**config.mk**
```make
export PLATFORM = sky130hd
export DESIGN_NAME = spi_master_ctrl
export DESIGN_NICKNAME = d
export VERILOG_FILES = /design/src/rtl/spi_pkg.sv /design/src/rtl/spi_master_shifter.sv /design/src/rtl/spi_master_ctrl.sv
export SDC_FILE = /design/constraint.sdc
export NUM_CORES = 1
export LEC_CHECK = 0
export CORE_UTILIZATION = 40
export DETAILED_ROUTE_END_ITERATION = 10
export PLACE_DENSITY = 0.62
export SETUP_SLACK_MARGIN = 0.3
export SYNTH_ARGS = -nofsm -noshare
export SYNTH_HDL_FRONTEND = slang
export SYNTH_SLANG_ARGS = --single-unit
```
**constraint.sdc**
```tcl
create_clock -name clk -period 3.57 [get_ports clk]
set_input_delay 0.714 -clock clk [delete_from_list [all_inputs] [get_ports clk]]
set_output_delay 0.714 -clock clk [all_outputs]
set_load 0.1 [all_outputs]
```
**src/rtl/spi_pkg.sv**
```systemverilog
// Shared definitions for the SPI master controller: command encodings, FSM states, frame sizes.
package spi_pkg;

    typedef enum logic [1:0] {
        CMD_WR_ADDR = 2'b00,
        CMD_WR_DATA = 2'b01,
        CMD_RD_ADDR = 2'b10,
        CMD_RD_DATA = 2'b11
    } cmd_t;

    typedef enum logic [2:0] {
        IDLE,
        SELECT,
        RW,
        SHIFT,
        TURN,
        RECV,
        GAP
    } state_t;

    localparam int unsigned FRAME_BITS = 10;
    localparam int unsigned DATA_BITS  = 8;

    // Longest stay (in clocks) in any single FSM state; sizes the shared state counter.
    function automatic int unsigned cnt_span(input int unsigned turn_cycles,
                                             input int unsigned idle_gap);
        int unsigned m;
        m = FRAME_BITS;
        if (DATA_BITS > m)   m = DATA_BITS;
        if (turn_cycles > m) m = turn_cycles;
        if (idle_gap > m)    m = idle_gap;
        return m;
    endfunction

endpackage

```
**src/rtl/spi_master_shifter.sv**
```systemverilog
// MOSI parallel-in/serial-out frame register and MISO serial-in/parallel-out receive register.
module spi_master_shifter
    import spi_pkg::*;
(
    input  logic                  clk,
    input  logic                  rst_n,
    input  logic                  load,
    input  logic                  shift_out,
    input  logic                  shift_in,
    input  logic [FRAME_BITS-1:0] frame_in,
    input  logic                  miso,
    output logic                  mosi_bit,
    output logic [DATA_BITS-1:0]  rx_byte
);

    logic [FRAME_BITS-1:0] tx_q;
    logic [DATA_BITS-2:0]  rx_q;

    always_ff @(posedge clk or negedge rst_n) begin
        if (!rst_n) begin
            tx_q <= '0;
            rx_q <= '0;
        end else begin
            if (load)
                tx_q <= frame_in;
            else if (shift_out)
                tx_q <= {tx_q[FRAME_BITS-2:0], 1'b0};
            if (shift_in)
                rx_q <= rx_byte[DATA_BITS-2:0];
        end
    end

    assign mosi_bit = tx_q[FRAME_BITS-1];
    // The live MISO bit completes the byte, so the final sample is usable on the edge it arrives.
    assign rx_byte  = {rx_q, miso};

endmodule

```
**src/rtl/spi_master_ctrl.sv**
```systemverilog
// SPI master: turns one {cmd, din} host request into a slave frame and returns read data.
// Optional SPI_MASTER_SEQ_CHECK_EN adds seq_err for RD_DATA issued before any RD_ADDR frame.
module spi_master_ctrl
    import spi_pkg::*;
#(
    parameter int unsigned TURN_CYCLES = 2,
    parameter int unsigned IDLE_GAP    = 1
) (
    input  logic                 clk,
    input  logic                 rst_n,
    input  logic                 start,
    input  logic [1:0]           cmd,
    input  logic [7:0]           din,
    output logic                 busy,
    output logic                 done,
    output logic [DATA_BITS-1:0] rdata,
    output logic                 rdata_valid,
    output logic                 SS_n,
    output logic                 MOSI,
    input  logic                 MISO
`ifdef SPI_MASTER_SEQ_CHECK_EN
    ,
    output logic                 seq_err
`endif
);

    localparam int unsigned CNT_W = $clog2(cnt_span(TURN_CYCLES, IDLE_GAP));
    localparam logic [CNT_W-1:0] SHIFT_LAST = CNT_W'(FRAME_BITS - 1);
    localparam logic [CNT_W-1:0] TURN_LAST  = CNT_W'(TURN_CYCLES - 1);
    localparam logic [CNT_W-1:0] RECV_LAST  = CNT_W'(DATA_BITS - 1);
    localparam logic [CNT_W-1:0] GAP_LAST   = CNT_W'(IDLE_GAP - 1);

    state_t               state, next_state;
    logic [CNT_W-1:0]     cnt;
    cmd_t                 cmd_q;
    logic                 load, shift_out, shift_in, frame_end;
    logic                 mosi_bit;
    logic [DATA_BITS-1:0] rx_byte;
    logic                 ss_n_d, mosi_d, busy_d, done_d, rdata_valid_d;

    always_ff @(posedge clk or negedge rst_n) begin
        if (!rst_n) begin
            state <= IDLE;
            cnt   <= '0;
            cmd_q <= CMD_WR_ADDR;
        end else begin
            state <= next_state;
            cnt   <= (next_state != state) ? '0 : cnt + 1'b1;
            if (load)
                cmd_q <= cmd_t'(cmd);
        end
    end

    always_comb begin
        next_state = state;
        case (state)
            IDLE:    if (start) next_state = SELECT;
            SELECT:  next_state = RW;
            RW:      next_state = SHIFT;
            SHIFT:   if (cnt == SHIFT_LAST)
                         next_state = (cmd_q == CMD_RD_DATA) ? TURN : GAP;
            TURN:    if (cnt == TURN_LAST) next_state = RECV;
            RECV:    if (cnt == RECV_LAST) next_state = GAP;
            GAP:     if (cnt == GAP_LAST) next_state = IDLE;
            default: next_state = IDLE;
        endcase
    end

    // Outputs are computed from next_state so the registered pins line up with the state they describe.
    always_comb begin
        load          = (state == IDLE) && start;
        shift_out     = (next_state == SHIFT);
        shift_in      = (state == RECV);
        frame_end     = (next_state == GAP) && (state != GAP);
        ss_n_d        = (next_state == IDLE) || (next_state == GAP);
        mosi_d        = ((next_state == RW) || (next_state == SHIFT)) ? mosi_bit : 1'b0;
        busy_d        = (next_state != IDLE);
        done_d        = frame_end;
        rdata_valid_d = frame_end && (cmd_q == CMD_RD_DATA);
    end

    always_ff @(posedge clk or negedge rst_n) begin
        if (!rst_n) begin
            SS_n        <= 1'b1;
            MOSI        <= 1'b0;
            busy        <= 1'b0;
            done        <= 1'b0;
            rdata_valid <= 1'b0;
            rdata       <= '0;
        end else begin
            SS_n        <= ss_n_d;
            MOSI        <= mosi_d;
            busy        <= busy_d;
            done        <= done_d;
            rdata_valid <= rdata_valid_d;
            if (rdata_valid_d)
                rdata <= rx_byte;
        end
    end

`ifdef SPI_MASTER_SEQ_CHECK_EN
    logic rd_addr_seen;

    always_ff @(posedge clk or negedge rst_n) begin
        if (!rst_n) begin
            rd_addr_seen <= 1'b0;
            seq_err      <= 1'b0;
        end else begin
            if (frame_end && (cmd_q == CMD_RD_ADDR))
                rd_addr_seen <= 1'b1;
            if (load && (cmd_t'(cmd) == CMD_RD_DATA) && !rd_addr_seen)
                seq_err <= 1'b1;
        end
    end
`endif

    spi_master_shifter u_shifter (
        .clk       (clk),
        .rst_n     (rst_n),
        .load      (load),
        .shift_out (shift_out),
        .shift_in  (shift_in),
        .frame_in  ({cmd, din}),
        .miso      (MISO),
        .mosi_bit  (mosi_bit),
        .rx_byte   (rx_byte)
    );

endmodule
```
==> results.toml <==
[power]
peakVddDrop_mv = 0.346
p_per_area_nw_per_um2 = 622
leakagePower_nw = 0.951

[placed_design]
dpl-instance-area_um2 = 2030
portBuffers = 26
post-dp-hpwl_mm = 2.18
pre_cts_slack_ps = 1240
numPlacedInstances = 213
gp_congestion = 0.858

[clock_tree]
cts-resized-gates = 0
clock_latency_ps = 290
cts_made_buffers = 5
cts_max_path_buffers = 2
hold_buffers = 0
h-tree-depth = 2
tritoncts = "yes"
clockRootBuffer = "clkbuf_8"
clk_pin_slew_ps = 70
clkSinkCount = 39
cts_setup_buffers = 0

[outcome]
outcome = "complete, no violations"

[final_layout]
n_antenna_cell = 0
utilization = 0.534
fillers = 354
multi_input_area_um2 = 703
drive_gt1_frac = 0.211
syn2layout_area_growth_pct = 25.8
final-seq-area_um2 = 977
design_area_um2 = 2170
fin_nets = 187
layoutNonFillerInstCount = 221

[flow_run]
cap_violations = 0

[critical_path]
cp_data_required_time_ps = 2860
cp-end-kind = "primary output"
path_buf_inv = 1
path_class = "register to primary output"
cpMaxStageDelayCell = "clkdlybuf4s50_1"
cp_top_family = "buffers and inverters"
cp_max_fo = 1
worst_setup_path_start_kind = "register"
crit_path_max_incr_delay_ps = 1120
cp.arrival_ps = 1920
path_cells = "clkdlybuf4s50_1"

[timing]
tightest_slew_ps = 990
min_period_ps = 2630
skew_ps = 11.0
fin_crit_sh = 0.738
worst_slack_ps = 937
rsz0062_at_grt = "no"
setup-tns-final_ps = 0
drv_slew = 0
relSlewSlack = 0.338
hold_viol = 0
setup_violations = 0
fmaxAchievable_ghz = 0.380

[detailed_routing]
routed_wl_mm = 3.07
drtIter0Drc = 52
vias = 1132
remaining_drc_errors = 0
wl_per_cell_um = 13.9
drtPass1Iterations = 4
detail-route-antenna-nets = 0
vias_per_cell = 5.12

[floorplan]
die_w_um = 67.7
num_rows = 23
die-area_um2 = 4580
die_h_um = 67.7
start_util = 0.425
core_area_um2 = 4060
ios = 27

[grt]
antenna_found_initial = 0
grt_max_degree = 40
grt_pass1_vias = 1155
grt_pass1_wl_mm = 5.22
grt_usage = 0.160
gr-total-overflow = 0

[yosys]
synth_cell_types = 37
synth-main-ff-cell = "dfrtp_1"
syn_avg_cell_area_um2 = 12.3
synth_top_area_share = 0.552
synth_edf_count = 0
syn_area_um2 = 1720
synth_largest_area_cell = "dfrtp_1"
synthesis.nets = 157
synth_area_leaders = "dfrtp_1, mux2_2, mux2i_1"
ys_async_sr_fraction = 1.00
synthCells = 140
ys_ff_latch = 39
yosys_warnings = 0
synth-seq-area-share = 0.567

[min_path]
hp-class = "register to register"
## cells by family (layout without fill, tap and decap cells)
logic type	after synthesis	in the layout	synth area share
AOI/OAI and AO/OA	26	26	0.104
and+or+nand+nor	34	34	0.113
xor gates and xnor gates	3	3	0.0152
muxes	24	24	0.150
DFF	39	39	0.567
adders and majority gates	3	3	0.0218
buffers and inverters	11	42	0.0290
## routing by layer
metal / GRT usage / routed length, um
met5: 0 / 0
met4: 0.0665 / 23
met3: 0.0743 / 163
met2: 0.245 / 1520
met1: 0.194 / 1370
## final timing paths
path / start / to / slack, ps / cells after the start
worst max-delay path: SS_n / SS_n / 940 / 1
worst min-delay path: u_shifter.tx_q[9] / MOSI / 510 / 2
worst max register to register: cnt[1] / busy / 1380 / 6
worst min register to register: u_shifter.tx_q[9] / MOSI / 510 / 2
max in group asynchronous: rst_n / cmd_q[0] / 2510 / 1
min in group asynchronous: rst_n / cnt[3] / 520 / 1
## flip-flops by register name, summed over array words and instances (netlist names)
name            flops
SS_n                1
u_shifter.tx_q     10
rdata               8
cnt                 4
cmd_q               2
done                1
u_shifter.rx_q      7
busy                1
state               3
MOSI                1
rdata_valid         1
## layout by cell type, fill, tap and decap left out, types with 2 or more instances in the layout
master           synthesis  layout
inv_1                    6       6
ha_1                     3       3
mux2i_1                  9       9
mux2_2                  15      15
dfrtp_1                 38      38
xor2_1                   2       2
nor2_1                   7       7
clkdlybuf4s50_1          0      25
bufinv_16                0       2
o21ai_0                 14      14
clkbuf_8                 0       5
nand2_1                 14      14
o211ai_1                 3       3
nand3_1                  2       2
a21o_1                   2       2
## area by class of cell
type	count	share of cell area
sequential	39	0.451
multi-input combinational	90	0.324
timing repair buffer	27	0.121
clock buffer	5	0.0317
clock inverter	3	0.0312
tap	50	0.0289
inverter	7	0.0121
## cell usage after synthesis, types with 2 or more instances
| cell | number |
|---|---|
| a21o_1 | 2 |
| dfrtp_1 | 38 |
| ha_1 | 3 |
| inv_1 | 6 |
| mux2_2 | 15 |
| mux2i_1 | 9 |
| nand2_1 | 14 |
| nand3_1 | 2 |
| nor2_1 | 7 |
| o211ai_1 | 3 |
| o21ai_0 | 14 |
| xor2_1 | 2 |
## through the flow
stage	hold WS [ps]	total power [W]
floorplan	418	0.000842
global placement	490	0.000904
detailed placement	496	0.000925
CTS	511	0.00136
global route	532	0.00143
finish	506	0.00135
## report_power, final
part	leakage (nW)	switching, W	total, W	internal (W)
logic	0.375	0.000186	0.000328	0.000142
clock network	0.0644	0.000157	0.000436	0.000279
registers	0.512	0.0000736	0.000585	0.000511
Power figures use the tool's default switching activity.
